==> src/rtl/gat_bram_load_ctrl.sv <==
// Host-side sequencer for the GAT accelerator: loads four BRAMs from one word stream, waits for gat_ready, streams the feature BRAM back.
// Optional RUN-phase cycle counter enabled by defining GAT_RUN_CYCLE_CNT_EN.
module gat_bram_load_ctrl #(
  parameter int TOP_WIDTH          = 32,
  parameter int H_DATA_DEPTH       = 242101,
  parameter int NODE_INFO_DEPTH    = 13264,
  parameter int WEIGHT_DEPTH       = 22928,
  parameter int SUBGRAPH_IDX_DEPTH = 13264,
  parameter int NEW_FEATURE_DEPTH  = 43328,
  parameter int ADDR_W             = 20,
  parameter int RD_LAT             = 2
) (
  input  logic                 clk,
  input  logic                 rst_n,
  input  logic                 start,
  input  logic                 abort,
  input  logic [TOP_WIDTH-1:0] s_data,
  input  logic                 s_valid,
  output logic                 s_ready,
  output logic [TOP_WIDTH-1:0] bram_din,
  output logic                 bram_wea,
  output logic [ADDR_W-1:0]    bram_addra,
  output logic                 h_data_bram_ena,
  output logic                 h_node_info_bram_ena,
  output logic                 wgt_bram_ena,
  output logic                 subgraph_bram_ena,
  output logic                 h_data_bram_load_done,
  output logic                 h_node_info_bram_load_done,
  output logic                 wgt_bram_load_done,
  input  logic                 gat_ready,
  output logic [ADDR_W-1:0]    feat_bram_addrb,
  input  logic [TOP_WIDTH-1:0] feat_bram_dout,
  output logic [TOP_WIDTH-1:0] m_data,
  output logic                 m_valid,
  input  logic                 m_ready,
  output logic                 busy,
  output logic                 done,
  output logic [31:0]          run_cycles
);

  localparam int MAX_A     = (H_DATA_DEPTH > NODE_INFO_DEPTH) ? H_DATA_DEPTH : NODE_INFO_DEPTH;
  localparam int MAX_B     = (WEIGHT_DEPTH > SUBGRAPH_IDX_DEPTH) ? WEIGHT_DEPTH : SUBGRAPH_IDX_DEPTH;
  localparam int MAX_C     = (MAX_A > MAX_B) ? MAX_A : MAX_B;
  localparam int MAX_DEPTH = (MAX_C > NEW_FEATURE_DEPTH) ? MAX_C : NEW_FEATURE_DEPTH;
  localparam int CNT_W     = $clog2(MAX_DEPTH) + 1;
  localparam int LAT_W     = $clog2(RD_LAT + 1) + 1;

  typedef enum logic [3:0] {
    IDLE, LD_H, LD_NI, LD_WGT, LD_SUB, RUN, RD_ISSUE, RD_WAIT, RD_OUT, DONE
  } state_e;

  state_e                 state_q, state_d;
  logic [CNT_W-1:0]       word_cnt_q, word_cnt_d;
  logic [CNT_W-1:0]       rd_cnt_q, rd_cnt_d;
  logic [LAT_W-1:0]       lat_cnt_q, lat_cnt_d;
  logic [TOP_WIDTH-1:0]   din_q, din_d;
  logic                   wea_q, wea_d;
  logic [ADDR_W-1:0]      addra_q, addra_d;
  logic [3:0]             ena_q, ena_d;
  logic                   last_q, last_d;
  logic [2:0]             ld_done_q, ld_done_d;
  logic [TOP_WIDTH-1:0]   m_data_q, m_data_d;
  logic                   m_valid_q, m_valid_d;
  logic [ADDR_W-1:0]      addrb_q, addrb_d;

  logic                   beat;
  logic [CNT_W-1:0]       tgt_last;
  logic [3:0]             tgt_sel;
  state_e                 tgt_next;

  function automatic logic [ADDR_W-1:0] to_addr(input logic [CNT_W-1:0] cnt);
    logic [CNT_W+1:0] byte_addr;
    byte_addr = {cnt, 2'b00};
    return ADDR_W'(byte_addr);
  endfunction

  always_ff @(posedge clk or negedge rst_n) begin
    if (!rst_n) begin
      state_q    <= IDLE;
      word_cnt_q <= '0;
      rd_cnt_q   <= '0;
      lat_cnt_q  <= '0;
      din_q      <= '0;
      wea_q      <= 1'b0;
      addra_q    <= '0;
      ena_q      <= '0;
      last_q     <= 1'b0;
      ld_done_q  <= '0;
      m_data_q   <= '0;
      m_valid_q  <= 1'b0;
      addrb_q    <= '0;
    end else begin
      state_q    <= state_d;
      word_cnt_q <= word_cnt_d;
      rd_cnt_q   <= rd_cnt_d;
      lat_cnt_q  <= lat_cnt_d;
      din_q      <= din_d;
      wea_q      <= wea_d;
      addra_q    <= addra_d;
      ena_q      <= ena_d;
      last_q     <= last_d;
      ld_done_q  <= ld_done_d;
      m_data_q   <= m_data_d;
      m_valid_q  <= m_valid_d;
      addrb_q    <= addrb_d;
    end
  end

  always_comb begin
    tgt_last = CNT_W'(H_DATA_DEPTH - 1);
    tgt_sel  = 4'b0001;
    tgt_next = LD_NI;
    case (state_q)
      LD_NI: begin
        tgt_last = CNT_W'(NODE_INFO_DEPTH - 1);
        tgt_sel  = 4'b0010;
        tgt_next = LD_WGT;
      end
      LD_WGT: begin
        tgt_last = CNT_W'(WEIGHT_DEPTH - 1);
        tgt_sel  = 4'b0100;
        tgt_next = LD_SUB;
      end
      LD_SUB: begin
        tgt_last = CNT_W'(SUBGRAPH_IDX_DEPTH - 1);
        tgt_sel  = 4'b1000;
        tgt_next = RUN;
      end
      default: ;
    endcase
  end

  assign beat = s_valid && s_ready;

  always_comb begin
    state_d    = state_q;
    word_cnt_d = word_cnt_q;
    rd_cnt_d   = rd_cnt_q;
    lat_cnt_d  = lat_cnt_q;
    din_d      = din_q;
    wea_d      = 1'b0;
    addra_d    = addra_q;
    ena_d      = '0;
    last_d     = 1'b0;
    m_data_d   = m_data_q;
    m_valid_d  = m_valid_q;
    addrb_d    = addrb_q;
    // A flag rises the cycle after the final write of its BRAM is on the port
    ld_done_d  = ld_done_q | ({3{last_q}} & ena_q[2:0]);

    case (state_q)
      IDLE, DONE: begin
        if (start) begin
          state_d    = LD_H;
          ld_done_d  = '0;
          word_cnt_d = '0;
          rd_cnt_d   = '0;
        end
      end
      LD_H, LD_NI, LD_WGT, LD_SUB: begin
        if (beat) begin
          din_d   = s_data;
          addra_d = to_addr(word_cnt_q);
          wea_d   = 1'b1;
          ena_d   = tgt_sel;
          if (word_cnt_q == tgt_last) begin
            last_d     = 1'b1;
            word_cnt_d = '0;
            state_d    = tgt_next;
          end else begin
            word_cnt_d = word_cnt_q + CNT_W'(1);
          end
        end
      end
      RUN: begin
        if (gat_ready) state_d = RD_ISSUE;
      end
      RD_ISSUE: begin
        addrb_d   = to_addr(rd_cnt_q);
        lat_cnt_d = '0;
        state_d   = RD_WAIT;
      end
      RD_WAIT: begin
        // One extra cycle beyond RD_LAT so the address has been registered by the BRAM
        if (lat_cnt_q == LAT_W'(RD_LAT)) begin
          m_data_d  = feat_bram_dout;
          m_valid_d = 1'b1;
          state_d   = RD_OUT;
        end else begin
          lat_cnt_d = lat_cnt_q + LAT_W'(1);
        end
      end
      RD_OUT: begin
        if (m_ready) begin
          m_valid_d = 1'b0;
          if (rd_cnt_q == CNT_W'(NEW_FEATURE_DEPTH - 1)) begin
            state_d = DONE;
          end else begin
            rd_cnt_d = rd_cnt_q + CNT_W'(1);
            state_d  = RD_ISSUE;
          end
        end
      end
      default: state_d = IDLE;
    endcase

    if (abort) begin
      state_d    = IDLE;
      ld_done_d  = '0;
      word_cnt_d = '0;
      rd_cnt_d   = '0;
      lat_cnt_d  = '0;
      m_valid_d  = 1'b0;
      wea_d      = 1'b0;
      ena_d      = '0;
      last_d     = 1'b0;
    end
  end

  always_comb begin
    s_ready = 1'b0;
    busy    = 1'b1;
    done    = 1'b0;
    case (state_q)
      LD_H, LD_NI, LD_WGT, LD_SUB: s_ready = 1'b1;
      IDLE: busy = 1'b0;
      DONE: begin
        busy = 1'b0;
        done = 1'b1;
      end
      default: ;
    endcase
  end

  assign bram_din                   = din_q;
  assign bram_wea                   = wea_q;
  assign bram_addra                 = addra_q;
  assign h_data_bram_ena            = ena_q[0];
  assign h_node_info_bram_ena       = ena_q[1];
  assign wgt_bram_ena               = ena_q[2];
  assign subgraph_bram_ena          = ena_q[3];
  assign h_data_bram_load_done      = ld_done_q[0];
  assign h_node_info_bram_load_done = ld_done_q[1];
  assign wgt_bram_load_done         = ld_done_q[2];
  assign feat_bram_addrb            = addrb_q;
  assign m_data                     = m_data_q;
  assign m_valid                    = m_valid_q;

`ifdef GAT_RUN_CYCLE_CNT_EN
  logic [31:0] run_cycles_q, run_cycles_d;

  always_comb begin
    run_cycles_d = run_cycles_q;
    if (abort || (start && (state_q == IDLE || state_q == DONE))) begin
      run_cycles_d = '0;
    end else if (state_q == RUN && run_cycles_q != '1) begin
      run_cycles_d = run_cycles_q + 32'd1;
    end
  end

  always_ff @(posedge clk or negedge rst_n) begin
    if (!rst_n) run_cycles_q <= '0;
    else        run_cycles_q <= run_cycles_d;
  end

  assign run_cycles = run_cycles_q;
`else
  assign run_cycles = '0;
`endif

endmodule
==> config.mk <==
export PLATFORM = sky130hd
export DESIGN_NAME = gat_bram_load_ctrl
export DESIGN_NICKNAME = d
export VERILOG_FILES = /design/src/rtl/gat_bram_load_ctrl.sv
export SDC_FILE = /design/constraint.sdc
export NUM_CORES = 1
export LEC_CHECK = 0
export BUFFER_PORTS_ARGS = -buffer_cell sky130_fd_sc_hd__buf_2
export CORE_MARGIN = 5
export CORE_UTILIZATION = 39
export CTS_BUF_LIST = sky130_fd_sc_hd__clkbuf_16
export DETAILED_ROUTE_END_ITERATION = 10
export GPL_ROUTABILITY_DRIVEN = 1
export PLACE_DENSITY = 0.66
export RECOVER_POWER = 25
export SYNTH_ARGS = -nofsm -noshare
export SYNTH_HDL_FRONTEND = slang
export SYNTH_SLANG_ARGS = --single-unit
==> constraint.sdc <==
create_clock -name clk -period 2.3 [get_ports clk]
set_input_delay 0.46 -clock clk [delete_from_list [all_inputs] [get_ports clk]]
set_output_delay 0.46 -clock clk [all_outputs]
set_load 0.01 [all_outputs]
## Word-level counts from Yosys, hierarchy flattened

Cells that the tools add are included.

| word-level totals | value |
|---|---|
| output and inout bits | 148 |
| input port bits | 71 |
| register bits after elaboration | 155 |
| logic and storage cells | 98 |

| operators by class | value |
|---|---|
| mux-type cells | 44 |
| bitwise logic cells | 2 |
| reductions and logical operators | 16 |
| add/sub/neg operators | 3 |
| equality and inequality tests | 20 |

Operator list:

| operator | number |
|---|---|
| $mux W19 | 7 |
| $pmux W19 S2 | 2 |
| $mux W4 | 11 |
| $add A19 B1 Y19 const B | 2 |
| $pmux W18 S2 | 1 |
| $pmux W4 S6 | 1 |
| $ne A3 B3 Y1 const B | 7 |
| $eq A19 B16 Y1 const B | 1 |
| $eq A19 B19 Y1 | 1 |
| $eq A4 B3 Y1 const B | 4 |
| $mux W3 | 5 |
| $mux W1 | 13 |
| $pmux W4 S3 | 1 |
| $reduce_bool A3 Y1 | 4 |
| $pmux W3 S3 | 1 |
| $eq A4 B2 Y1 const B | 2 |
| $eq A4 B4 Y1 const B | 2 |
| $pmux W3 S2 | 1 |
| $reduce_and A2 Y1 | 3 |
| $reduce_and A3 Y1 | 2 |
| $reduce_and A6 Y1 | 1 |
| $eq A4 B1 Y1 const B | 1 |
| $logic_not A4 Y1 | 1 |
| $reduce_and A4 Y1 | 1 |
| other kinds (9) | 10 |

## Longest topological paths before layout

Gate-level depths: netlist of the first run.

| logic depth | value |
|---|---|
| word-level depth | 8 |
| gate-level depth with buffers | 9 |
| depth with buffers taken out | 8 |

## Least setup slack after synthesis of the first run

Ideal clock, no wire load.

| timing path | value |
|---|---|
| path type | register -> register |
| from | reg word_cnt_q[15] |
| to | reg word_cnt_q[6] |
| period minus slack after synthesis | 2280 ps |
| stages on the path, launching flop included | 8 |
| setup time | 121 ps |
| arrival time | 2159 ps |
| setup slack | 20 ps |
| buffers on the path | 1 |
| required time | 2179 ps |
| cells stage by stage | dfrtp_1 > or4b_1 > or4_4 > mux2i_4 > a21o_4 > nor2_2 > buf_6 > a22o_1 |

| between the ends | value |
|---|---|
| longest elaborated chain between the ends | 5 |

Ends and longest elaborated chain:

| item | line | source |
|---|---|---|
| from (decl) | 53 | `logic [CNT_W-1:0] word_cnt_q, word_cnt_d;` |
| from (signal assigned) | 94 | `word_cnt_q <= word_cnt_d;` |
| $eq A19 B19 Y1 | 166 | `if (word_cnt_q == tgt_last) begin` |
| $mux W19 | 166 |  |
| $mux W19 | 161 | `if (beat) begin` |
| $pmux W19 S2 | 151 | `case (state_q)` |
| $mux W19 | 207 | `if (abort) begin` |

Every way passes these cells. The select of a mux whose other input is x is not followed.
A chain may end at the register's enable or synchronous reset.

## Worst setup path after layout of the first run

| timing path | value |
|---|---|
| from | reg word_cnt_q[15] |
| to | reg word_cnt_q[7] |

Same word-level chain as after synthesis.

==> results.json, run 1 <==
{
  "die_w_um": 147,
  "multi_input_area_sq_um": 3140,
  "final.min_clock_period_ns": 2.33,
  "fin_crit_sh": 1.01,
  "yosys_warnings": 0,
  "grt_start_max_net_pins": 49,
  "grt_pass1_wl_mm": 29.6,
  "path_buf_inv": 0,
  "drt-total-wl_mm": 18.4,
  "setup_tns_ns": -0.0325,
  "crit_type": "flop to flop",
  "numCtsBuffers": 17,
  "routed_via_density": 4.92,
  "crit_fanout": 8,
  "nets": 1017,
  "worstPathArrival_ns": 2.63,
  "drive_above_1_share": 0.352,
  "p_sw_uw": 2890,
  "cp.required_ns": 2.60,
  "clock_sinks": 155,
  "hold_violations": 0,
  "hold_slack_ns": 0.227,
  "r2r-start": "word_cnt_q[15]",
  "io_buffers": 182,
  "p_clk_frac": 0.323,
  "skew_ns": 0.00824,
  "dp_hpwl_mm": 13.3,
  "synth_commonest_cells": "188 x nand2_1, 155 x dfrtp_1, 50 x mux2_2",
  "clockRootBuffer": "clkbuf_16",
  "drc": 0,
  "maxSlewViolCount": 0,
  "min_from": "s_data[30]",
  "vias": 5849,
  "seq_area_frac_synth": 0.533,
  "yosys_register_bits": 155,
  "timing.fmax_mhz": 429,
  "min_path_type": "input pin to flop",
  "cts.reportedPaths.clkPinSlew_ns": 0.06,
  "gp_congestion": 0.847,
  "cpPeakStageDelay_ns": 0.51,
  "die_y_um": 147,
  "clock_path_buffers": 2,
  "leakagePower_uw": 0.00492,
  "slew_headroom": 0.299,
  "synth_top_area_share": 0.533,
  "crit_path_end_kind": "flop",
  "antenna_found_initial": 0,
  "grt_overflow": 0,
  "grt_util_all_layers": 0.170,
  "wl_per_cell_um": 15.5,
  "first_iter_violations": 329,
  "synthArstFlopShare": 1.00,
  "diodes": 0,
  "design_area_sq_um": 9240,
  "initial_core_util": 0.393,
  "synth_cell_types": 66,
  "worstPathCellList": "or4b_1 > or4_4 > mux2i_4 > a21oi_4 > a21o_2 > a22o_1",
  "dp_cells": 1148,
  "synthesis.area_sq_um": 7270,
  "die-area_sq_um": 21500,
  "syn2layout_area_growth_pct": 27.1,
  "drtAntennaViolNets": 0,
  "startpoint": "word_cnt_q[15]",
  "seqPwrFrac": 0.376,
  "rows": 50,
  "worst_slew_pin_slew_ns": 1.05,
  "synth_largest_area_cell": "dfrtp_1",
  "p_comb_frac": 0.301,
  "power_density_nw_per_um2": 938,
  "cts_tree": "yes",
  "p_int_uw": 5780,
  "drt_first_pass_iters": 4,
  "grt_pass1_vias": 5616,
  "core_sq_um": 18500,
  "ir_drop_v": 0.000554,
  "regArea_sq_um": 3880,
  "critical_path.top_delay_family": "simple AND/OR/NAND/NOR gates",
  "rsz0062_at_grt": "true",
  "switching_share": 0.333,
  "violations": "negative setup slack",
  "nFillCells": 1741,
  "synth_edf_count": 0,
  "syn_area_per_cell_sq_um": 10.1,
  "yosysMostFrequentCell": "nand2_1",
  "cap_violations": 0,
  "htreeDepth": 4,
  "placed_cell_area_sq_um": 8580,
  "final_cells": 1188,
  "fin_ws_ns": -0.0320,
  "setup_viol": 2,
  "start_kind": "flop",
  "clkLatencyLatePin_ns": 0.42,
  "num_io_pins": 219,
  "synthTopCellsByArea": "dfrtp_1 53%, nand2_1 9.7%, mux2_2 7.7%",
  "syn_inst": 723,
  "status": "finished, violations left",
  "ys_dominant_reg_cell": "dfrtp_1",
  "cpMaxStageDelayCell": "or4b_1"
}
## registers in the layout (all words and copies together), names as in the netlist
register and flops:
ena_q 4, bram_addra 18, m_data 32, feat_bram_addrb 18, ld_done_q 3, bram_din 32, word_cnt_q 19, m_valid 1
lat_cnt_q 3, bram_wea 1, rd_cnt_q 19, last_q 1, state_q 4
## layout make-up
| type | instances | share of cell area |
|---|---|---|
| Sequential cell | 155 | 0.420 |
| Multi-Input combinational cell | 530 | 0.340 |
| Timing Repair Buffer | 231 | 0.143 |
| Clock buffer | 17 | 0.0460 |
| Tap cell | 234 | 0.0317 |
| Clock inverter | 14 | 0.0168 |
| Inverter | 7 | 0.00284 |
## routing by layer
layer | share of wire | vias to the layer above | GRT usage
met5 | 0 | - | 0
met4 | 0.015 | 0 | 0.0536
met3 | 0.050 | 20 | 0.0435
met2 | 0.49 | 166 | 0.272
met1 | 0.45 | 2815 | 0.228
li1 | - | 2848 | -
## logic make-up after synthesis
| family | count (synthesis) | synth area share |
|---|---|---|
| buffers and inverters | 75 | 0.0604 |
| DFF | 155 | 0.533 |
| AOI/OAI and AO/OA | 85 | 0.0873 |
| muxes | 53 | 0.0833 |
| adders and majority gates | 4 | 0.00688 |
| xor gates and xnor gates | 15 | 0.0181 |
| and+or+nand+nor | 335 | 0.210 |
| other | 1 | 0.000516 |
## what timing repair did
item,in CTS,in global routing
resized for setup,2,8
pin swaps,0,7
buffers inserted,2,4
hold buffers,1,0
gates cloned,0,2
setup endpoints to repair,13,33
endpoints found under the hold margin,37,0
## per-stage QoR
stage,worst slack [ns],util,total power [uW]
final,-0.0320,0.499,8670
after CTS,-0.0351,0.497,8670
after global placement,-0.0629,0.464,5750
after global routing,-0.0870,0.499,9170
after floorplan,0.0204,-,4790
after detailed placement,-0.179,0.464,5800
## cell usage in the layout, fill, tap and decap left out, drive strengths merged, types with 11 or more instances in the layout
cell type | Yosys | routed
and3 | 11 | 11
inv | 7 | 11
xor2 | 12 | 12
buf | 48 | 226
nor3 | 11 | 11
clkbuf | 20 | 21
mux2 | 50 | 50
nand2 | 188 | 188
conb | 1 | 36
o21ai | 25 | 25
a21oi | 12 | 13
nand3 | 23 | 23
dfrtp | 155 | 155
nor2 | 48 | 48
## final timing paths
| kind | end | slack (ns) | cells after the start |
|---|---|---|---|
| max | word_cnt_q[7] | -0.03 | 6 |
| min | bram_din[30] | 0.23 | 3 |
| max reg2reg | word_cnt_q[7] | -0.03 | 6 |
| min reg2reg | bram_din[25] | 0.47 | 2 |
| max in group asynchronous | bram_din[24] | 0.30 | 3 |
| min in group asynchronous | m_data[15] | 0.76 | 2 |
## power groups by stage
stage	clock network (uW)	logic (uW)	registers [uW]
final	2800	2610	3260
after CTS	2870	2540	3260
after detailed placement	0	2490	3310
after global placement	0	2460	3290
after floorplan	0	1360	3430
after global routing	2980	2880	3300
## tightest hold or removal path: stages
cell and delay [ns]:
buf_2 0.08, nand2_1 0.04, nand2_1 0.04
Note: power is estimated with default switching activity, not from simulation.
==> run 2, diff against run 1 <==
- ABC_AREA: not set -> 1
- CORE_UTILIZATION: 39 -> 35
- PLACE_DENSITY: 0.66 -> not set
==> results.json, run 2 <==
{
  "cp.required_ns": 1.84,
  "synth_largest_area_cell": "dfrtp_1",
  "drc": 0,
  "yosysMostFrequentCell": "nand2_1",
  "synthArstFlopShare": 1.00,
  "setup_viol": 0,
  "core_sq_um": 21000,
  "syn_area_per_cell_sq_um": 7.84,
  "initial_core_util": 0.356,
  "skew_ns": 0.0104,
  "die-area_sq_um": 24400,
  "design_area_sq_um": 9130,
  "synth_cell_types": 31,
  "synthesis.area_sq_um": 7490,
  "drt-total-wl_mm": 20.5,
  "clock_sinks": 155,
  "clock_path_buffers": 2,
  "ys_dominant_reg_cell": "dfrtp_1",
  "hold_violations": 0,
  "grt_pass1_wl_mm": 32.9,
  "drtAntennaViolNets": 0,
  "wl_per_cell_um": 14.3,
  "min_from": "feat_bram_dout[10]",
  "io_buffers": 182,
  "syn2layout_area_growth_pct": 21.9,
  "clkLatencyLatePin_ns": 0.42,
  "r2r-start": "state_q[1]",
  "yosys_warnings": 0,
  "final_cell_mix": "362 x nand2_1, 181 x buf_2, 155 x dfrtp_1",
  "seq_area_frac_synth": 0.518,
  "antenna_found_initial": 0,
  "start_kind": "flop",
  "num_io_pins": 219,
  "vias": 6574,
  "die_w_um": 156,
  "fin_crit_sh": 0.903,
  "mostFrequentLayoutCell": "nand2_1",
  "timing.fmax_mhz": 482,
  "setup_tns_ns": 0,
  "worstPathArrival_ns": 1.62,
  "drive_above_1_share": 0.222,
  "grt_pass1_vias": 6259,
  "rsz0062_at_grt": "false",
  "synth_top_area_share": 0.518,
  "cap_violations": 0,
  "synthTopCellsByArea": "dfrtp_1 52%, nand2_1 18%, nor2_1 4.4%",
  "gp_congestion": 0.948,
  "diodes": 0,
  "grt_start_max_net_pins": 69,
  "slew_headroom": 0.422,
  "multi_input_area_sq_um": 3010,
  "min_path_type": "input pin to flop",
  "yosys_register_bits": 155,
  "die_y_um": 156,
  "crit_fanout": 4,
  "nets": 1218,
  "htreeDepth": 4,
  "cts_tree": "yes",
  "power_density_nw_per_um2": 904,
  "regArea_sq_um": 3880,
  "clockRootBuffer": "clkbuf_16",
  "numCtsBuffers": 17,
  "status": "finished, final reports clean",
  "leakagePower_uw": 0.00465,
  "crit_type": "flop to primary output",
  "placed_cell_area_sq_um": 8610,
  "syn_inst": 956,
  "rows": 53,
  "holdPathEnd": "m_data[10]",
  "grt_util_all_layers": 0.167,
  "rr_endpoint": "rd_cnt_q[10]",
  "first_iter_violations": 521,
  "cts_setup_buffers": 0,
  "rrSetupSlack_ns": 0.25,
  "reg2regPathDepth": 11,
  "final.min_clock_period_ns": 2.08,
  "whs_path_depth": 3,
  "synth_commonest_cells": "362 x nand2_1, 155 x dfrtp_1, 87 x nor2_1",
  "routed_via_density": 4.59,
  "cts.reportedPaths.clkPinSlew_ns": 0.06,
  "ir_drop_v": 0.000449,
  "dp_hpwl_mm": 15.4,
  "nFillCells": 2180,
  "drt_first_pass_iters": 5,
  "maxSlewViolCount": 0,
  "synth_edf_count": 0,
  "grt_overflow": 0,
  "crit_path_end_kind": "primary output",
  "worst_slew_pin_slew_ns": 0.868
}
==> run 2: cell count changes after synthesis, moves of 10 or more <==
cell     delta
nand2_1   +174
inv_1      +64
nor2_1     +40
mux2_2     -50
o21ai_0    +38
a22o_1     -10
nand3_1    +32
and3_1     -10
==> run 2: metal layers <==
metal,share of wire,global-route usage
met1,0.45,0.225
met4,0.022,0.0653
met5,0,0
met2,0.46,0.266
met3,0.068,0.0324
==> run 2: layout make-up <==
| type | count | share of cell area |
|---|---|---|
| sequential | 155 | 0.425 |
| multi-input combinational | 690 | 0.330 |
| timing repair buffer | 200 | 0.116 |
| clock buffer | 17 | 0.0466 |
| tap | 275 | 0.0377 |
| inverter | 79 | 0.0325 |
| clock inverter | 15 | 0.0126 |
==> run 2: where the power goes <==
part	leakage [uW]	switching, uW	internal (uW)
registers	0.00194	185	3060
logic	0.00245	1660	765
clock network	0.000258	1190	1400
total	0.00465	3030	5220
==> run 2: critical path, stage by stage, from the launching register on <==
cell     delay (ns)
dfrtp_1        0.41
nor2_1         0.27
nand3_1        0.22
nand3_2        0.15
buf_2          0.15
==> run 2: worst max-delay path by stage <==
stage | depth (start not counted) | slack [ns] | end | startpoint
global route | 11 | 0.02 | rd_cnt_q[4] | state_q[1]
global placement | 11 | 0.31 | rd_cnt_q[2] | state_q[1]
detailed placement | 10 | 0.29 | word_cnt_q[10] | state_q[3]
CTS | 4 | 0.19 | s_ready | state_q[3]
finish | 4 | 0.22 | s_ready | state_q[3]
floorplan | 11 | 0.57 | rd_cnt_q[9] | rd_cnt_q[0]
==> run 2: cell families (layout without fill, tap and decap cells) <==
group | after synthesis | in the layout | share of synthesized area
AOI/OAI and AO/OA | 87 | 87 | 0.0591
xor gates and xnor gates | 6 | 6 | 0.00701
adders and majority gates | 4 | 4 | 0.00668
buffers and inverters | 146 | 311 | 0.0980
DFF | 155 | 155 | 0.518
other | 1 | 36 | 0.000500
and+or+nand+nor | 557 | 557 | 0.311
==> run 2: through the flow <==
step,setup slack (ns),utilization,total power [uW],hold WS [ns],instances
global route,0.0221,0.434,8840,0.223,1431
CTS,0.190,0.436,8390,0.214,1431
finish,0.224,0.434,8250,0.235,1431
global placement,0.310,0.410,5730,0.384,1398
floorplan,0.569,-,4970,0.164,991
detailed placement,0.293,0.410,5760,0.384,1398
==> run 2: timing repair <==
action	CTS	global route
hold endpoints to repair	28	0
hold buffers	1	0
resized for setup	0	0
==> run 3, diff against run 2 <==
- PLACE_DENSITY: not set -> 0.67
==> results.json, run 3 (synthesized netlist as in run 2, its figures left out) <==
{
  "rows": 53,
  "diodes": 0,
  "clkLatencyLatePin_ns": 0.42,
  "drt_first_pass_iters": 7,
  "maxSlewViolCount": 0,
  "core_sq_um": 21000,
  "grt_overflow": 0,
  "slew_headroom": 0.205,
  "whs_path_depth": 3,
  "hold_violations": 0,
  "die_y_um": 156,
  "initial_core_util": 0.356,
  "antenna_found_initial": 0,
  "routed_via_density": 4.57,
  "grt_util_all_layers": 0.163,
  "syn2layout_area_growth_pct": 23.2,
  "p_clk_frac": 0.346,
  "first_iter_violations": 538,
  "ir_drop_v": 0.000510,
  "setup_viol": 0,
  "status": "finished, final reports clean",
  "dp_hpwl_mm": 15.2,
  "io_buffers": 182,
  "crit_type": "flop to primary output",
  "cts_resized": 0,
  "cts.reportedPaths.clkPinSlew_ns": 0.07,
  "cts_setup_buffers": 0,
  "skew_ns": 0.0123,
  "fin_crit_sh": 0.901,
  "drc": 0,
  "vias": 6541,
  "wl_per_cell_um": 14.0,
  "die_w_um": 156,
  "rrSetupSlack_ns": 0.30,
  "drive_above_1_share": 0.223,
  "timing.fmax_mhz": 483,
  "cp.required_ns": 1.84,
  "grt_pass1_wl_mm": 32.4,
  "cts_tree": "yes",
  "clock_sinks": 155,
  "mostFrequentLayoutCell": "nand2_1",
  "drt-total-wl_mm": 20.0,
  "final_cell_mix": "362 x nand2_1, 181 x buf_2, 155 x dfrtp_1",
  "min_from": "s_data[5]",
  "hold_slack_ns": 0.236,
  "grt_pass1_vias": 6336,
  "reg2regPathDepth": 11,
  "final_util": 0.439,
  "htreeDepth": 4,
  "power_density_nw_per_um2": 934,
  "grt_start_max_net_pins": 69,
  "leakagePower_uw": 0.00471,
  "clock_path_buffers": 2,
  "p_sw_uw": 3040,
  "p_int_uw": 5580,
  "seqPwrFrac": 0.377,
  "min_path_type": "input pin to flop",
  "start_kind": "flop",
  "crit_fanout": 8,
  "p_comb_frac": 0.278,
  "setup_tns_ns": 0,
  "clockRootBuffer": "clkbuf_16",
  "rsz0062_at_grt": "false",
  "gp_congestion": 0.919,
  "numCtsBuffers": 17,
  "r2r-start": "state_q[1]",
  "die-area_sq_um": 24400,
  "crit_path_end_kind": "primary output",
  "final.min_clock_period_ns": 2.07,
  "rr_endpoint": "rd_cnt_q[2]",
  "drtAntennaViolNets": 0,
  "worst_slew_pin_slew_ns": 1.19,
  "holdPathEnd": "bram_din[5]",
  "num_io_pins": 219,
  "cts_hold_buf": 1,
  "worstPathArrival_ns": 1.61,
  "nets": 1217,
  "switching_share": 0.353,
  "cap_violations": 0
}
run 3: cell count changes in the layout (fill, tap and decap cells not counted), moves of 2 or more:
cell,delta
bufinv_16,+3
inv_6,-2
clkbuf_4,-2
clkinvlp_4,-4
inv_8,+4
run 3: final cells by class:
class	count	area, sq um
fill	2116	11800
multi-input combinational	690	3010
sequential	155	3880
tap	275	344
clock buffer	17	425
timing repair buffer	199	1070
inverter	79	297
clock inverter	15	204
run 3: how the worst max path moves through the flow:
| stage | startpoint | to | slack (ns) | cells past startpoint |
|---|---|---|---|---|
| 5_1_grt | rd_cnt_q[0] | state_q[1] | 0.06 | 13 |
| 3_5_place_dp | state_q[1] | word_cnt_q[8] | 0.32 | 10 |
| 3_3_place_gp | state_q[1] | word_cnt_q[8] | 0.35 | 10 |
| 4_1_cts | state_q[3] | s_ready | 0.21 | 4 |
| 2_1_floorplan | rd_cnt_q[0] | rd_cnt_q[9] | 0.57 | 11 |
| 6_report | state_q[3] | s_ready | 0.23 | 4 |
run 3: power by group through the flow:
stage | clock, uW | combinational [uW] | sequential (uW)
after global routing | 3180 | 2720 | 3290
after CTS | 3050 | 2420 | 3250
after global placement | 0 | 2390 | 3280
after detailed placement | 0 | 2420 | 3290
after floorplan | 0 | 1540 | 3430
final | 2980 | 2390 | 3250
run 3: layer usage:
metal	part of all wire	GRT usage	vias up
li1	-	-	3311
met1	0.43	0.215	2979
met2	0.48	0.272	228
met3	0.066	0.0329	23
met4	0.019	0.0521	0
met5	0	0	-
run 3: worst max-delay path, cell delays in order, from the launching register on:
cell     delay [ns]
dfrtp_1        0.42
nor2_1         0.27
nand2_2        0.21
nand3_2        0.16
buf_2          0.14
run 3: through the flow:
step	power, uW	area (sq um)	setup WS, ns	instances
floorplan	4970	7620	0.569	991
global placement	5670	8610	0.353	1397
detailed placement	5710	8610	0.318	1397
CTS	8720	9250	0.206	1430
global route	9200	9230	0.0589	1430
finish	8620	9230	0.229	1430
